**src/rtl/if_id_issue_buffer.sv**
```systemverilog
// if_id_issue_buffer: circular {pc, inst} FIFO between a 2-wide fetch and a 2-wide ID stage.
// Optional macro IBUF_PAIR_CHECK_EN blocks slot 2 when it reads the rd written by slot 1.
module if_id_issue_buffer #(
   parameter int unsigned DEPTH = 4
) (
   input  logic        clk,
   input  logic        rst_n,
   input  logic        fetch_valid_1,
   input  logic [31:0] fetch_inst_1,
   input  logic [31:0] fetch_pc_1,
   input  logic        fetch_valid_2,
   input  logic [31:0] fetch_inst_2,
   input  logic [31:0] fetch_pc_2,
   output logic        fetch_ready,
   input  logic        id_stall,
   input  logic        flush,
   output logic        IF_ID_valid_1,
   output logic [31:0] IF_ID_inst_1,
   output logic [31:0] IF_ID_pc_1,
   output logic [4:0]  IF_ID_rs1_1,
   output logic [4:0]  IF_ID_rs2_1,
   output logic [4:0]  IF_ID_rd_1,
   output logic        IF_ID_valid_2,
   output logic [31:0] IF_ID_inst_2,
   output logic [31:0] IF_ID_pc_2,
   output logic [4:0]  IF_ID_rs1_2,
   output logic [4:0]  IF_ID_rs2_2,
   output logic [4:0]  IF_ID_rd_2
);

   localparam int unsigned PTR_W = $clog2(DEPTH);
   localparam int unsigned CNT_W = PTR_W + 1;
   localparam logic [CNT_W-1:0] C_ONE      = CNT_W'(1);
   localparam logic [CNT_W-1:0] C_TWO      = CNT_W'(2);
   localparam logic [CNT_W-1:0] C_READY_MAX = CNT_W'(DEPTH - 2);

   logic [31:0]      r_mem_pc   [DEPTH];
   logic [31:0]      r_mem_inst [DEPTH];
   logic [PTR_W-1:0] r_head;
   logic [PTR_W-1:0] r_tail;
   logic [CNT_W-1:0] r_count;

   logic             r_v1;
   logic [31:0]      r_inst1;
   logic [31:0]      r_pc1;
   logic             r_v2;
   logic [31:0]      r_inst2;
   logic [31:0]      r_pc2;

   logic [PTR_W-1:0] w_head_p1;
   logic [PTR_W-1:0] w_tail_p1;
   logic             w_push_1;
   logic             w_push_2;
   logic             w_issue_en;
   logic             w_pop_1;
   logic             w_pop_2;
   logic             w_pair_ok;
   logic [1:0]       w_n_push;
   logic [1:0]       w_n_pop;
   logic [CNT_W-1:0] w_count_nxt;

   assign w_head_p1 = r_head + 1'b1;
   assign w_tail_p1 = r_tail + 1'b1;

   // Registered count only, so a pop never shortens the fetch ready path.
   assign fetch_ready = (r_count <= C_READY_MAX);

`ifdef IBUF_PAIR_CHECK_EN
   logic [4:0] w_head_rd;
   logic [4:0] w_next_rs1;
   logic [4:0] w_next_rs2;

   assign w_head_rd  = r_mem_inst[r_head][11:7];
   assign w_next_rs1 = r_mem_inst[w_head_p1][19:15];
   assign w_next_rs2 = r_mem_inst[w_head_p1][24:20];
   assign w_pair_ok  = (w_head_rd == 5'd0) ||
                       ((w_head_rd != w_next_rs1) && (w_head_rd != w_next_rs2));
`else
   assign w_pair_ok = 1'b1;
`endif

   always_comb begin
      w_push_1    = fetch_ready && fetch_valid_1 && !flush;
      w_push_2    = w_push_1 && fetch_valid_2;
      w_issue_en  = !id_stall && !flush;
      w_pop_1     = w_issue_en && (r_count >= C_ONE);
      w_pop_2     = w_pop_1 && (r_count >= C_TWO) && w_pair_ok;
      w_n_push    = {1'b0, w_push_1} + {1'b0, w_push_2};
      w_n_pop     = {1'b0, w_pop_1} + {1'b0, w_pop_2};
      w_count_nxt = r_count + CNT_W'(w_n_push) - CNT_W'(w_n_pop);
   end

   always_ff @(posedge clk or negedge rst_n) begin
      if (!rst_n) begin
         r_head  <= '0;
         r_tail  <= '0;
         r_count <= '0;
      end else if (flush) begin
         r_head  <= '0;
         r_tail  <= '0;
         r_count <= '0;
      end else begin
         r_head  <= r_head + PTR_W'(w_n_pop);
         r_tail  <= r_tail + PTR_W'(w_n_push);
         r_count <= w_count_nxt;
      end
   end

   // Storage needs no reset: occupancy is tracked by the pointers and count alone.
   always_ff @(posedge clk) begin
      if (w_push_1) begin
         r_mem_pc[r_tail]   <= fetch_pc_1;
         r_mem_inst[r_tail] <= fetch_inst_1;
      end
      if (w_push_2) begin
         r_mem_pc[w_tail_p1]   <= fetch_pc_2;
         r_mem_inst[w_tail_p1] <= fetch_inst_2;
      end
   end

   always_ff @(posedge clk or negedge rst_n) begin
      if (!rst_n) begin
         r_v1    <= 1'b0;
         r_inst1 <= '0;
         r_pc1   <= '0;
         r_v2    <= 1'b0;
         r_inst2 <= '0;
         r_pc2   <= '0;
      end else if (flush) begin
         r_v1    <= 1'b0;
         r_inst1 <= '0;
         r_pc1   <= '0;
         r_v2    <= 1'b0;
         r_inst2 <= '0;
         r_pc2   <= '0;
      end else if (!id_stall) begin
         if (w_pop_1) begin
            r_v1    <= 1'b1;
            r_inst1 <= r_mem_inst[r_head];
            r_pc1   <= r_mem_pc[r_head];
         end else begin
            r_v1    <= 1'b0;
            r_inst1 <= '0;
            r_pc1   <= '0;
         end
         if (w_pop_2) begin
            r_v2    <= 1'b1;
            r_inst2 <= r_mem_inst[w_head_p1];
            r_pc2   <= r_mem_pc[w_head_p1];
         end else begin
            r_v2    <= 1'b0;
            r_inst2 <= '0;
            r_pc2   <= '0;
         end
      end
   end

   assign IF_ID_valid_1 = r_v1;
   assign IF_ID_inst_1  = r_inst1;
   assign IF_ID_pc_1    = r_pc1;
   assign IF_ID_rs1_1   = r_inst1[19:15];
   assign IF_ID_rs2_1   = r_inst1[24:20];
   assign IF_ID_rd_1    = r_inst1[11:7];
   assign IF_ID_valid_2 = r_v2;
   assign IF_ID_inst_2  = r_inst2;
   assign IF_ID_pc_2    = r_pc2;
   assign IF_ID_rs1_2   = r_inst2[19:15];
   assign IF_ID_rs2_2   = r_inst2[24:20];
   assign IF_ID_rd_2    = r_inst2[11:7];

endmodule

```
**config.mk**
```make
export PLATFORM = sky130hd
export DESIGN_NAME = if_id_issue_buffer
export DESIGN_NICKNAME = d
export VERILOG_FILES = /design/src/rtl/if_id_issue_buffer.sv
export SDC_FILE = /design/constraint.sdc
export NUM_CORES = 1
export LEC_CHECK = 0
export ABC_AREA = 0
export CAP_MARGIN = 20
export CORE_ASPECT_RATIO = 0.7
export CORE_MARGIN = 8
export CORE_UTILIZATION = 39
export DETAILED_ROUTE_END_ITERATION = 6
export SYNTH_ARGS = -nofsm -noshare
export SYNTH_HDL_FRONTEND = slang
export SYNTH_SLANG_ARGS = --single-unit
```
**constraint.sdc**
```tcl
create_clock -name clk -period 7.49 [get_ports clk]
set_input_delay 2.247 -clock clk [delete_from_list [all_inputs] [get_ports clk]]
set_output_delay 2.247 -clock clk [all_outputs]
set_load 0.02 [all_outputs]
```
==> results of run 1 <==
## power groups by stage
stage / Combinational, mW / Clock (mW) / Sequential [mW]
after floorplan: 0.585 / 0 / 2.74
after global placement: 1.14 / 0 / 2.67
after detailed placement: 1.15 / 0 / 2.68
after CTS: 1.15 / 2.32 / 2.64
after global routing: 1.20 / 2.40 / 2.66
final: 1.13 / 2.26 / 2.64
## critical path: stages
cell and delay (ns):
clkdlybuf4s50_1 0.67, nor2b_1 0.79, nand2_1 0.46, or2_2 0.41
ha_1 0.29, inv_1 0.05, ha_1 0.14, inv_1 0.06
fa_1 0.44, xnor2_1 0.18, nor2_1 0.06
## registers in the layout (all words and copies together), names as in the netlist, 2 cells and up
signal	cells
IF_ID_pc_1	32
r_count	3
r_head	2
r_mem_pc	128
IF_ID_pc_2	32
r_mem_inst	128
r_tail	2
IF_ID_inst_1	32
IF_ID_inst_2	32
## synthesized netlist by cell type, types with 3 or more instances
cell type	count
edfxtp_1	256
mux2_2	240
dfrtp_1	137
a22o_1	128
mux4_2	128
buf_2	53
buf_4	37
mux2_1	15
clkbuf_1	14
nor2_1	11
nor2b_1	7
buf_6	6
ha_1	4
buf_1	3
inv_1	3
nand4_4	3
xnor2_1	3
## area by class of cell
class	count	area, um2	area share (%)
well taps	665	832.0	3.471
multi-input cells	562	7367	30.73
clock buffers	60	1221	5.094
clock inverters	17	275.3	1.148
inverters	3	11.26	0.04697
repair buffers	319	3144	13.12
flip-flops and latches	393	11120	46.40
## per-stage QoR
stage | power (mW) | setup slack (ns) | cells | cell area, um2
2_1_floorplan | 3.325 | 1.539 | 1071 | 19110
3_3_place_gp | 3.810 | 1.638 | 1942 | 22480
3_5_place_dp | 3.826 | 1.529 | 1942 | 22480
4_1_cts | 6.105 | 2.119 | 2019 | 23970
5_1_grt | 6.258 | 1.903 | 2019 | 23970
6_report | 6.030 | 2.092 | 2019 | 23970
## cell families (layout without fill, tap and decap cells)
family,Yosys count,after routing
multiplexers,385,385
XOR/XNOR,4,4
buffers and inverters,116,399
flip-flops,393,393
AO/OA/AOI/OAI,134,134
adder cells (fa/ha/maj),6,6
AND/OR/NAND/NOR,33,33
## worst min path at each step
stage                                       to  slack, ns  cells past startpoint
floorplan            IF_ID_valid_1$_DFFE_PN0P_       0.60                      1
global placement     IF_ID_valid_1$_DFFE_PN0P_       0.46                      1
detailed placement   IF_ID_valid_1$_DFFE_PN0P_       0.47                      1
CTS                  IF_ID_valid_1$_DFFE_PN0P_       0.49                      1
global route        IF_ID_pc_2[12]$_DFFE_PN0P_       0.52                      1
finish               IF_ID_valid_1$_DFFE_PN0P_       0.48                      1
## routing by layer
| layer | GRT usage (%) | vias up | wire, um |
|---|---|---|---|
| met1 | 24.89 | 5959 | 23460 |
| met2 | 28.94 | 278 | 24520 |
| met5 | 0 | - | 8 |
| li1 | - | 4879 | - |
| met4 | 2.962 | 2 | 680 |
| met3 | 3.565 | 56 | 2777 |
==> summary.md, run 1 <==
| Metric | Value |
|---|---|
| Fillers | `4158` |
| Pwr per Cell Area | `251.5 nW/um2` |
| Area contributors post-synth | `edfxtp_1 40%, dfrtp_1 18%, mux4_2 15%` |
| Row cnt | `68` |
| Hold_ws | `0.4847 ns` |
| Tightest Pin Transition | `about 1.1 ns` |
| RR Startpoint | `r_count[0]$_DFF_PN0_` |
| CP max FO | `11` |
| Crit path required time | `7.89 ns` |
| Static leakage | `8.534 nW` |
| ANT nets after route | `0` |
| Setup repair bufs after CTS | `0` |
| I/O Pins | `295` |
| Switch Pwr | `about 1.6 mW` |
| Ys flop type | `edfxtp_1` |
| Synth Instances | `1071` |
| Die width | `280.5 um` |
| WL/cell | `25.48 um` |
| Fraction of the yosys area taken by sequential cells | `58.19%` |
| F_max | `185.2 MHz` |
| P&R area growth vs syn | `25.50%` |
| Vias/cell | `5.534` |
| Final Cycle Share | `72.08%` |
| Max Cap Viol | `0` |
| Clk root buf | `clkbuf_16` |
| Yosys top cell area share | `around two fifths` |
| Minimum clock period | `5.398 ns` |
| Largest family of logic cells by synthesized area | `multiplexers` |
| Overflow after GRT | `0` |
| Maximum clock path buffer count | `3` |
| Number of synthesized flops with an enable pin | `256` |
| Largest net degree at the start of global routing | `80` |
| Core Util, Final | `49.09%` |
| RSZ-0062 raised after global routing | `no` |
| Critical path capture point | `r_count[2]$_DFF_PN0_` |
| Ys Warns | `0` |
| Worst hold start | `IF_ID_valid_1$_DFFE_PN0P_` |
| Final hold violation count | `0` |
| Total Neg Setup Slack | `0 ns` |
| Number of global-route vias before repair | `11890` |
| Slew HR | `29.42%` |
| R2r endpoint | `r_count[2]$_DFF_PN0_` |
| R2r worst-path depth | `10` |
| Yosys reg bits | `about 390` |
| Peak VDD IR | `147.2 uV` |
| Iteration-0 DRC Markers | `780` |
| CP Capture Type | `register` |
| Area leader, netlist | `edfxtp_1` |
| Final Wtd Congestion | `between 0.7 and 0.8` |
| Drt pass-1 iters | `4` |
| Syn avg cell area | `17.84 um2` |
| Worst Setup Path Type | `primary input to register` |
| Status | `finished clean` |
| CTS tree | `yes` |
| ANT cells | `0` |
| Layout cells sized above 1 | `35.23%` |
| Initial antenna violation count | `1` |
| Post-detail-place hpwl | `roughly 32 mm` |
| Internal | `4.463 mW` |
| Gate power share | `18.7%` |
| Number of port buffers | `294` |
| Synth Area in XOR/XNOR | `less than 1%` |
| Most frequent cells in the layout | `293 x clkdlybuf4s50_1, 256 x edfxtp_1, 240 x mux2_2` |
| Total Routing Usage GR | `17.76%` |
| DIE AREA | `56430 um2` |
| Max-slew violations | `0` |
| Mux contribution to synthesized area | `a little under a third` |
| CTS clk-pin slew, worst paths | `roughly 0.06 ns` |
| Final setup fails | `0` |
| R2R setup slack | `4.53 ns` |
| Startpoint types | `primary input` |
| CP arrival | `5.80 ns` |
| Synth async-reset ratio | `about a third` |
| Clock sinks | `around 390` |
| WL final | `51.45 mm` |
| Worst min path class | `register to register` |
| Core area | `between 40000 and 50000 um2` |
| DRC viols | `0` |
| CTS H-Tree Depth | `2` |
| # nets final | `1461` |
| DR vias | `approximately 11000` |
| PostCTS Resize Cnt | `0` |
| Clk_lat worst skew | `0.55 ns` |
| Initial core utilization | `39.12%` |
| Seq pwr share | `43.7%` |
| Clock power frac | `37.6%` |
| Synth Area in Compound Gates | `6.124%` |
| Yosys cell types | `31` |
| Net Sw Frac | `25.98%` |
| Die height | `201.2 um` |
| Cts bufs inserted | `42` |
| Post-synthesis simple-gate area fraction | `under 10%` |
| Hold buffers post-CTS | `0` |
| Crit path from | `flush` |
| Mapped Area | `19100 um2` |
| Mapped Nets | `around 1200` |
| Synth Area in Adders | `0.4716%` |
| First-pass GRT wire length | `slightly below 80 mm` |
| Layout Skew | `0.01999 ns` |
| Commonest non-fill, non-tap cell in the layout | `clkdlybuf4s50_1` |
Power figures use the tool's default switching activity.
==> run 2, diff against run 1 <==
clock period = 4.95 ns   (was 7.49 ns; I/O delays follow)
==> summary.md, run 2 (synthesized netlist as in run 1, its figures left out) <==
| Metric | Value |
|---|---|
| Max Cap Viol | `0 (unchanged)` |
| Design area | `23950 um2 (was 23970 um2)` |
| Total Routing Usage GR | `18.02% (was 17.76%)` |
| RSZ-0062 raised after global routing | `no (unchanged)` |
| Final Cycle Share | `76.55%` |
| Area of the multi-input gates | `7367 um2 (unchanged)` |
| ANT cells | `0 (unchanged)` |
| Worst min path class | `register to register (unchanged)` |
| DP Area | `22600 um2 (was 22480 um2)` |
| Die width | `280.5 um (unchanged)` |
| WL final | `51.83 mm (was 51.45 mm)` |
| Largest net degree at the start of global routing | `77 (was 80)` |
| Initial core utilization | `39.12% (unchanged)` |
| F_max | `263.9 MHz` |
| Minimum clock period | `3.789 ns` |
| Core area | `48840 um2 (unchanged)` |
| Number of port buffers | `294 (unchanged)` |
| Final setup fails | `0 (unchanged)` |
| DR vias | `11190 (was 11170)` |
| Clock sinks | `393 (unchanged)` |
| Final non-filler cell total | `2025 (was 2019)` |
| Number of global-route vias before repair | `12120 (was 11890)` |
| Setup ws final | `1.161 ns (was 2.092 ns)` |
| P&R area growth vs syn | `25.39% (was 25.50%)` |
| Vias/cell | `5.527 (was 5.534)` |
| CTS H-Tree Depth | `2 (unchanged)` |
| R2r worst-path depth | `10 (unchanged)` |
| I/O Pins | `295 (unchanged)` |
| Static leakage | `8.528 nW (was 8.534 nW)` |
| Post-detail-place hpwl | `31.96 mm (about the same)` |
| Most frequent cells in the layout | `293 x clkdlybuf4s50_1, 256 x edfxtp_1, 240 x mux2_2 (unchanged)` |
| Startpoint types | `primary input (unchanged)` |
| R2r endpoint | `r_count[2]$_DFF_PN0_ (unchanged)` |
| First-pass GRT wire length | `78.34 mm (was 77.50 mm)` |
| CP max stage delay | `0.44 ns (was 0.79 ns)` |
| Die height | `201.2 um (unchanged)` |
| Placed cell count | `1948 (was 1942)` |
| Worst Setup Path Type | `primary input to register (unchanged)` |
| WP buf/inv | `3 (unchanged)` |
| DIE AREA | `56430 um2 (unchanged)` |
| Peak VDD IR | `217.6 uV (was 147.2 uV)` |
| Crit path from | `fetch_valid_1 (was flush)` |
| # nets final | `1467 (was 1461)` |
| Crit path required time | `5.37 ns (was 7.89 ns)` |
| Iteration-0 DRC Markers | `814 (was 780)` |
| Pwr per Cell Area | `368.7 nW/um2 (was 251.5 nW/um2)` |
| Critical path's slowest cell | `clkdlybuf4s50_1 (was nor2b_1)` |
| Layout cells sized above 1 | `35.22% (was 35.23%)` |
| Largest registers | `r_mem_inst x128, r_mem_pc x128 (unchanged)` |
| Cts bufs inserted | `42 (unchanged)` |
| Delay-heaviest family, CP | `simple AND/OR/NAND/NOR gates (unchanged)` |
| DRC viols | `0 (unchanged)` |
| Worst hold start | `IF_ID_valid_1$_DFFE_PN0P_ (unchanged)` |
| Register Area | `11120 um2 (unchanged)` |
| Setup repair bufs after CTS | `0 (unchanged)` |
| Fillers | `4084 (was 4158)` |
| CTS clk-pin slew, worst paths | `0.06 ns (about the same)` |
| WL/cell | `25.59 um (was 25.48 um)` |
| Commonest non-fill, non-tap cell in the layout | `clkdlybuf4s50_1 (unchanged)` |
| Critical-path cell list | `clkdlybuf4s50_1 -> nor2b_1 -> nand2_1 -> or2_2 -> ha_1 -> inv_1 -> ha_1 -> inv_1 -> fa_1 -> xnor2_1 -> nor2_1 (unchanged)` |
| Overflow after GRT | `0 (unchanged)` |
| Maximum clock path buffer count | `3 (unchanged)` |
| Critical path capture point | `r_count[2]$_DFF_PN0_ (unchanged)` |
| Slew HR | `28.61% (was 29.42%)` |
| Clk_lat worst skew | `0.54 ns (was 0.55 ns)` |
| Final Wtd Congestion | `0.7401 (was 0.7256)` |
| Layout Skew | `0.01806 ns (was 0.01999 ns)` |
| Tightest Pin Transition | `1.071 ns (was 1.059 ns)` |
| CP Capture Type | `register (unchanged)` |
| Clk root buf | `clkbuf_16 (unchanged)` |
| R2R setup slack | `2.05 ns (was 4.53 ns)` |
| CTS tree | `yes (unchanged)` |
| CP arrival | `4.21 ns (was 5.80 ns)` |
| Status | `finished clean (unchanged)` |
| Pre-CTS setup slack | `0.6429 ns (was 1.529 ns)` |
| Initial antenna violation count | `0 (was 1)` |
| CP max FO | `6 (was 11)` |
| Final hold violation count | `0 (unchanged)` |
| Hold_ws | `0.4806 ns (was 0.4847 ns)` |
| PostCTS Resize Cnt | `0 (unchanged)` |
| Critical path depth in cells | `11 (unchanged)` |
| Hold buffers post-CTS | `0 (unchanged)` |
| Max-slew violations | `0 (unchanged)` |
| ANT nets after route | `0 (unchanged)` |
| Row cnt | `68 (unchanged)` |
| Drt pass-1 iters | `5 (was 4)` |
| RR Startpoint | `r_count[0]$_DFF_PN0_ (unchanged)` |
run 2: cell count changes in the layout (fill, tap and decap cells not counted), sizes merged:
cell / previous run / this run
inv: 5 / 4
bufinv: 7 / 1
clkbuf: 60 / 67
buf: 26 / 32
run 2: how the worst min path moves through the flow:
| stage | depth (start not counted) | slack [ns] | end |
|---|---|---|---|
| floorplan | 1 | 0.60 | IF_ID_valid_1$_DFFE_PN0P_ |
| global placement | 1 | 0.46 | IF_ID_valid_1$_DFFE_PN0P_ |
| detailed placement | 1 | 0.47 | IF_ID_valid_1$_DFFE_PN0P_ |
| CTS | 1 | 0.49 | IF_ID_valid_1$_DFFE_PN0P_ |
| global route | 1 | 0.51 | IF_ID_valid_1$_DFFE_PN0P_ |
| finish | 1 | 0.48 | IF_ID_valid_1$_DFFE_PN0P_ |
run 2: layout make-up:
type	count	share of cell area, %
multi-input cells	562	30.75
flip-flops and latches	393	46.44
clock inverters	10	0.3238
well taps	665	3.473
inverters	3	0.04701
clock buffers	67	5.338
repair buffers	325	13.63
run 2: per-layer routing:
metal	routed length [um]	GRT usage (%)
met2	24870	29.36
met3	3189	3.935
met5	0	0
met1	23120	25.01
met4	646	3.091
run 2: worst register-to-register path, cell delays in order, from the launching register on:
cell	delay, ns
dfrtp_1	0.46
a21oi_4	0.39
nand2_1	0.37
or2_2	0.39
ha_1	0.29
inv_1	0.06
ha_1	0.13
inv_1	0.05
fa_1	0.43
xnor2_1	0.16
nor2_1	0.05
run 2: per-stage QoR:
| stage | TNS [ns] | power (mW) | util [%] |
|---|---|---|---|
| 2_1_floorplan | -34.59 | 5.031 | - |
| 3_3_place_gp | 0 | 5.783 | 46.27 |
| 3_5_place_dp | 0 | 5.796 | 46.27 |
| 4_1_cts | 0 | 8.936 | 49.05 |
| 5_1_grt | 0 | 9.176 | 49.05 |
| 6_report | 0 | 8.832 | 49.05 |
run 2: where the power goes:
group / total [mW] / internal [mW] / switching, mW
registers: 4.00 / 3.80 / 0.196
clock network: 3.12 / 1.82 / 1.30
logic: 1.71 / 0.871 / 0.843
total: 8.83 / 6.50 / 2.34
